--- src/rtl/bram_arbiter.sv ---
// bram_arbiter: two-requester (Wishbone / accelerator) sequencer for a fixed-latency BRAM; define BRAM_ARB_RR_EN for round-robin ties
module bram_arbiter #(
    parameter int          DELAYS    = 1,
    parameter logic [11:0] ADDR_BASE = 12'h380
) (
    input  logic        wb_clk_i,
    input  logic        wb_rst_i,
    input  logic        wbs_cyc_i,
    input  logic        wbs_stb_i,
    input  logic        wbs_we_i,
    input  logic [3:0]  wbs_sel_i,
    input  logic [31:0] wbs_adr_i,
    input  logic [31:0] wbs_dat_i,
    output logic        wbs_ack_o,
    output logic [31:0] wbs_dat_o,
    input  logic        acc_req_i,
    input  logic        acc_we_i,
    input  logic [3:0]  acc_sel_i,
    input  logic [31:0] acc_adr_i,
    input  logic [31:0] acc_dat_i,
    output logic        acc_ack_o,
    output logic [31:0] acc_dat_o,
    output logic        bram_en_o,
    output logic [3:0]  bram_we_o,
    output logic [31:0] bram_adr_o,
    output logic [31:0] bram_dat_o,
    input  logic [31:0] bram_dat_i,
    output logic [1:0]  grant_o
);
    typedef enum logic [1:0] {IDLE, ACCESS, ACK} state_t;
    state_t      state, state_nxt;
    logic [3:0]  cnt;
    logic [1:0]  grant_r;
    logic [3:0]  we_r;
    logic [31:0] adr_r, wdat_r, rdata_r;
    logic        wb_req, start, wb_win, last_cyc;
    assign wb_req   = wbs_cyc_i & wbs_stb_i & (wbs_adr_i[31:20] == ADDR_BASE);
    assign start    = wb_req | acc_req_i;
    assign last_cyc = cnt == 4'(DELAYS - 1);
`ifdef BRAM_ARB_RR_EN
    logic last_acc;
    always_ff @(posedge wb_clk_i or posedge wb_rst_i) begin
        if (wb_rst_i) last_acc <= 1'b1;
        else if (state == ACK) last_acc <= grant_r[1];
    end
    // on a tie the requester not served last wins
    assign wb_win = wb_req & (~acc_req_i | last_acc);
`else
    assign wb_win = wb_req;
`endif
    always_ff @(posedge wb_clk_i or posedge wb_rst_i) begin
        if (wb_rst_i) state <= IDLE;
        else state <= state_nxt;
    end
    always_comb begin
        state_nxt = state;
        state_nxt = (state == IDLE)   ? (start ? ACCESS : IDLE) :
                    (state == ACCESS) ? (last_cyc ? ACK : ACCESS) : IDLE;
    end
    // command registers hold the winner's request for the whole access
    always_ff @(posedge wb_clk_i or posedge wb_rst_i) begin
        if (wb_rst_i) begin
            cnt     <= '0;
            grant_r <= '0;
            we_r    <= '0;
            adr_r   <= '0;
            wdat_r  <= '0;
            rdata_r <= '0;
        end else if (state == IDLE && start) begin
            cnt     <= '0;
            grant_r <= wb_win ? 2'b01 : 2'b10;
            adr_r   <= wb_win ? wbs_adr_i : acc_adr_i;
            wdat_r  <= wb_win ? wbs_dat_i : acc_dat_i;
            we_r    <= wb_win ? (wbs_sel_i & {4{wbs_we_i}}) : (acc_sel_i & {4{acc_we_i}});
        end else if (state == ACCESS) begin
            cnt <= last_cyc ? '0 : cnt + 4'd1;
            if (last_cyc) rdata_r <= bram_dat_i;
        end else if (state == ACK) begin
            grant_r <= '0;
        end
    end
    assign bram_en_o  = state == ACCESS;
    assign bram_we_o  = bram_en_o ? we_r : 4'b0;
    assign bram_adr_o = adr_r;
    assign bram_dat_o = wdat_r;
    assign grant_o    = grant_r;
    // an aborted Wishbone cycle still completes in BRAM but is never acked
    assign wbs_ack_o  = (state == ACK) & grant_r[0] & wbs_cyc_i;
    assign acc_ack_o  = (state == ACK) & grant_r[1];
    assign wbs_dat_o  = rdata_r;
    assign acc_dat_o  = rdata_r;
endmodule

--- config.mk ---
export PLATFORM = sky130hd
export DESIGN_NAME = bram_arbiter
export DESIGN_NICKNAME = d
export VERILOG_FILES = /design/src/rtl/bram_arbiter.sv
export SDC_FILE = /design/constraint.sdc
export NUM_CORES = 1
export LEC_CHECK = 0
export ABC_AREA = 1
export BUFFER_PORTS_ARGS = -buffer_cell sky130_fd_sc_hd__buf_2
export CORE_MARGIN = 2
export CORE_UTILIZATION = 40
export DETAILED_ROUTE_END_ITERATION = 10
export PLACE_DENSITY = 0.85
export SLEW_MARGIN = 15
export SYNTH_ARGS = -nofsm -noshare
export SYNTH_HDL_FRONTEND = slang
export SYNTH_SLANG_ARGS = --single-unit
--- constraint.sdc ---
create_clock -name wb_clk_i -period 5.4 [get_ports wb_clk_i]
set_clock_uncertainty 0.15 [all_clocks]
set_input_delay 1.62 -clock wb_clk_i [delete_from_list [all_inputs] [get_ports wb_clk_i]]
set_output_delay 1.62 -clock wb_clk_i [all_outputs]
set_load 0.02 [all_outputs]
# After elaboration in Yosys (flattened, before gate mapping)

Index checks and enable logic that the tools add are counted.

Input port bits: 175
Output and inout bits: 137
Word-level logic and storage cells: 43
Register bits: 108

Equal/unequal tests: 4
Muxes and demuxes: 15
Bitwise logic cells: 9
Add/subtract/negate cells: 1
Reductions and logical operators: 7

Operators by type and width:

| cell                   | number |
|---|---|
| $mux W32               | 2 |
| $mux W4                | 5 |
| $mux W2                | 7 |
| $eq A12 B10 Y1 const B | 1 |
| $and A4 B4 Y4          | 2 |
| $and A1 B1 Y1          | 5 |
| $add A4 B1 Y4 const B  | 1 |
| $logic_not A4 Y1       | 1 |
| $reduce_bool A2 Y1     | 2 |
| $reduce_and A3 Y1      | 1 |
| $eq A2 B1 Y1 const B   | 1 |
| $eq A2 B2 Y1 const B   | 1 |
| $logic_not A2 Y1       | 1 |
| $ne A2 B1 Y1 const B   | 1 |
| $reduce_and A2 Y1      | 1 |
| $logic_and A1 B1 Y1    | 1 |
| $mux W1                | 1 |
| $not A1 Y1             | 1 |
| $or A1 B1 Y1           | 1 |

# Depth between registers and ports, before layout

Depth after elaboration: 6
Depth in mapped cells: 11
Mapped depth without buffers: 9

# Least setup slack after synthesis

No wires, ideal clock.

Kind: input-to-output
From: input port wbs_cyc_i
To: output port wbs_ack_o
Stages on the path: 2
Path slack: 1.673 ns
Buffers on the path: 0
Data required time: 3.630 ns
Arrival time: 1.957 ns
Cells stage by stage: nand2_1 > nor2_1

Longest elaborated chain between the ends: 1

Ends and longest elaborated chain:

| item          | RTL line | RTL |
|---|---|---|
| from (decl)   | 8        | `input logic wbs_cyc_i,` |
| $and A1 B1 Y1 | 88       | `assign wbs_ack_o = (state == ACK) & grant_r[0] & wbs_cyc_i;` |
| to (decl)     | 14       | `output logic wbs_ack_o,` |

Every way passes these cells.

# Final worst setup path

Same ends and word-level chain as after synthesis.

==> results.ini <==
[critical_path]
required_ns=3.63
reg2reg_from=cnt[0]$_DFFE_PP0P_
critPathArrivalTime_ns=2.00
ff2ff_setup_slack_ns=3.08
reg2reg_to=acc_dat_o[18]$_DFFE_PP0P_
reg2regPathDepth=7
path_max_fanout=2
start_kind=input pin
critPathKind=in2out
end_kind=output pin

[grt]
overflow=0
grt_pass1_wl_mm=25.5
track_usage=0.217
grt_start_max_net_pins=78
grt_pass1_vias=5340
antenna_found_initial=0

[timing]
fin_crit_ns=3.77
finalCritPeriodShare=0.698
fin_ws_ns=1.63
max_freq_ghz=0.265
setup_tns_ns=0
hold_violations=0
max_slew_margin=0.376
setup_viol=0
maxSlewViolCount=0
worst_pin_slew_ns=0.937
rsz0062_at_grt=no

[yosys]
synth.avg_cell_area_um2=7.48
synth-edff-count=0
synth.top_cells.by_count=nand2_1 (439), dfrtp_1 (108), nand4_1 (56), buf_4 (42), inv_1 (26)
synthTopCellsByArea=dfrtp_1 (48%), nand2_1 (29%), nand4_1 (6.2%)
yosysTopAreaCellShare=0.481
synth-main-ff-cell=dfrtp_1
synthArstFlopShare=1.00
yosys_warnings=0
yosysUniqueCellTypes=21
yosysSeqAreaShare=0.481
yosysTopAreaCell=dfrtp_1
syn-cell-area_mm2=0.00562
syn_inst=752
synth_most_common_cell=nand2_1
synth_nets=929
ys_ff_latch=108

[floorplan]
io_pins=312
core_area_mm2=0.0138
die_h_um=123
die_x_um=123
dieArea_mm2=0.0150
start_util=0.407
floorplan.rows=43

[routing]
drc_errors=0
totalWireLength_mm=16.3
first_iter_violations=354
avgViaCountPerCell=4.82
wl_met2_mm=8.27
drt-met1-wl_mm=6.64
met3_length_mm=1.02
wl_per_cell_um=13.7
via_count=5732
drt_first_pass_iters=5
top_layer=met4
final_antenna_net_count=0

[pwr]
p_switching_uw=1140
p_int_uw=1780
power_density_mw_per_mm2=402
sw_frac_of_total=0.390
leakage_uw=0.00447
comb_power_share=0.353
finalPower_uw=2910
p_clk_frac=0.256
ir_worst_vdd_uv=242
seq_power_share=0.391

[placement]
dpl_worst_slack_ns=1.64
dp_hpwl_mm=11.9
io_buffers=311
place_congestion=0.847

[cts]
htreeDepth=3
cts.reportedPaths.clkPinSlew_ns=0.07
cts_buffer_depth=2
cts_tree=done
clockRootBuffer=clkbuf_16
cts_buffers=9
cts_num_sinks=108
post_cts_buffers=0
clk_latency_ns=0.35
cts_resized=0
holdBufCountCts=0

[hold_path]
min_path_cells=2
holdPathEnd=bram_dat_o[19]$_DFFE_PP0P_
hp-start=bram_dat_o[19]$_DFFE_PP0P_
min_path_type=reg2reg

[layout]
final_nets=1180
n_antenna_cell=0
syn2layout_area_growth_pct=28.9
drive_gt1_frac=0.343

[job]
drv_cap=0

[run_status]
outcome=finished clean

[stage by stage]
step / hold WS, ns / utilization / instance area (um2) / instances
floorplan: 0.299 / - / 5620 / 752
global placement: 0.307 / 0.500 / 6910 / 1172
detailed placement: 0.309 / 0.500 / 6910 / 1172
CTS: 0.329 / 0.524 / 7250 / 1188
global route: 0.341 / 0.524 / 7250 / 1188
finish: 0.327 / 0.524 / 7250 / 1188
[worst max-delay path, cell delays in order]
cell and delay (ns):
buf_2 0.08, nand2_1 0.04, nor2_1 0.09, buf_2 0.17
[worst max path at each step]
stage | cells after the start | end | startpoint | slack (ns)
2_1_floorplan | 1 | acc_dat_o[0]$_DFFE_PP0P_ | wb_rst_i | 0.78
3_3_place_gp | 4 | wbs_ack_o | wbs_cyc_i | 1.62
3_5_place_dp | 4 | wbs_ack_o | wbs_cyc_i | 1.64
4_1_cts | 4 | wbs_ack_o | wbs_cyc_i | 1.63
5_1_grt | 4 | wbs_ack_o | wbs_cyc_i | 1.61
6_report | 4 | wbs_ack_o | wbs_cyc_i | 1.63
[metal layers]
metal,up-vias,GRT usage
met2,225,0.377
met4,0,0.0797
li1,2809,-
met3,29,0.0446
met1,2669,0.266
met5,-,0
[state kept, by name (all words and copies together), names as in the netlist]
| name | flops |
|---|---|
| acc_dat_o | 32 |
| bram_adr_o | 32 |
| bram_dat_o | 32 |
| cnt | 4 |
| grant_o | 2 |
| state | 2 |
| we_r | 4 |
[layout by cell type, fill, tap and decap left out, types with 2 or more instances in the layout]
cell type	Yosys	routed
buf_2	9	311
buf_4	42	7
bufinv_16	0	2
clkbuf_16	0	9
clkbuf_8	0	2
dfrtp_1	108	108
ha_1	2	2
inv_1	26	24
inv_2	2	3
inv_6	0	2
nand2_1	439	438
nand3_1	8	8
nand4_1	56	56
nor2_1	14	14
nor2_2	3	2
nor2_4	1	2
o21ai_1	9	9
[power groups by stage]
stage                     Sequential (uW)  Combinational (uW)  Clock (uW)
after floorplan                      1380                 502           0
after global placement               1140                1020           0
after detailed placement             1150                1040           0
after CTS                            1140                1040         766
after global routing                 1170                1130         801
final                                1140                1030         746
[cell type report]
| class | count | area [um2] |
|---|---|---|
| fillers | 1362 | 6580 |
| flip-flops and latches | 108 | 2700 |
| multi-input cells | 538 | 2260 |
| repair buffers | 318 | 1610 |
| clock buffers | 11 | 253 |
| well taps | 180 | 225 |
| inverters | 28 | 108 |
| clock inverters | 5 | 88.8 |
[cell families (layout without fill, tap and decap cells)]
family / count (synthesis) / in the layout / share of synthesized area
adders and majority gates: 2 / 2 / 0.00445
DFF: 108 / 108 / 0.481
buffers and inverters: 106 / 362 / 0.119
AOI/OAI and AO/OA: 12 / 12 / 0.0131
xor gates and xnor gates: 1 / 1 / 0.00156
and+or+nand+nor: 523 / 523 / 0.381
Note: power is estimated with default switching activity, not from simulation.
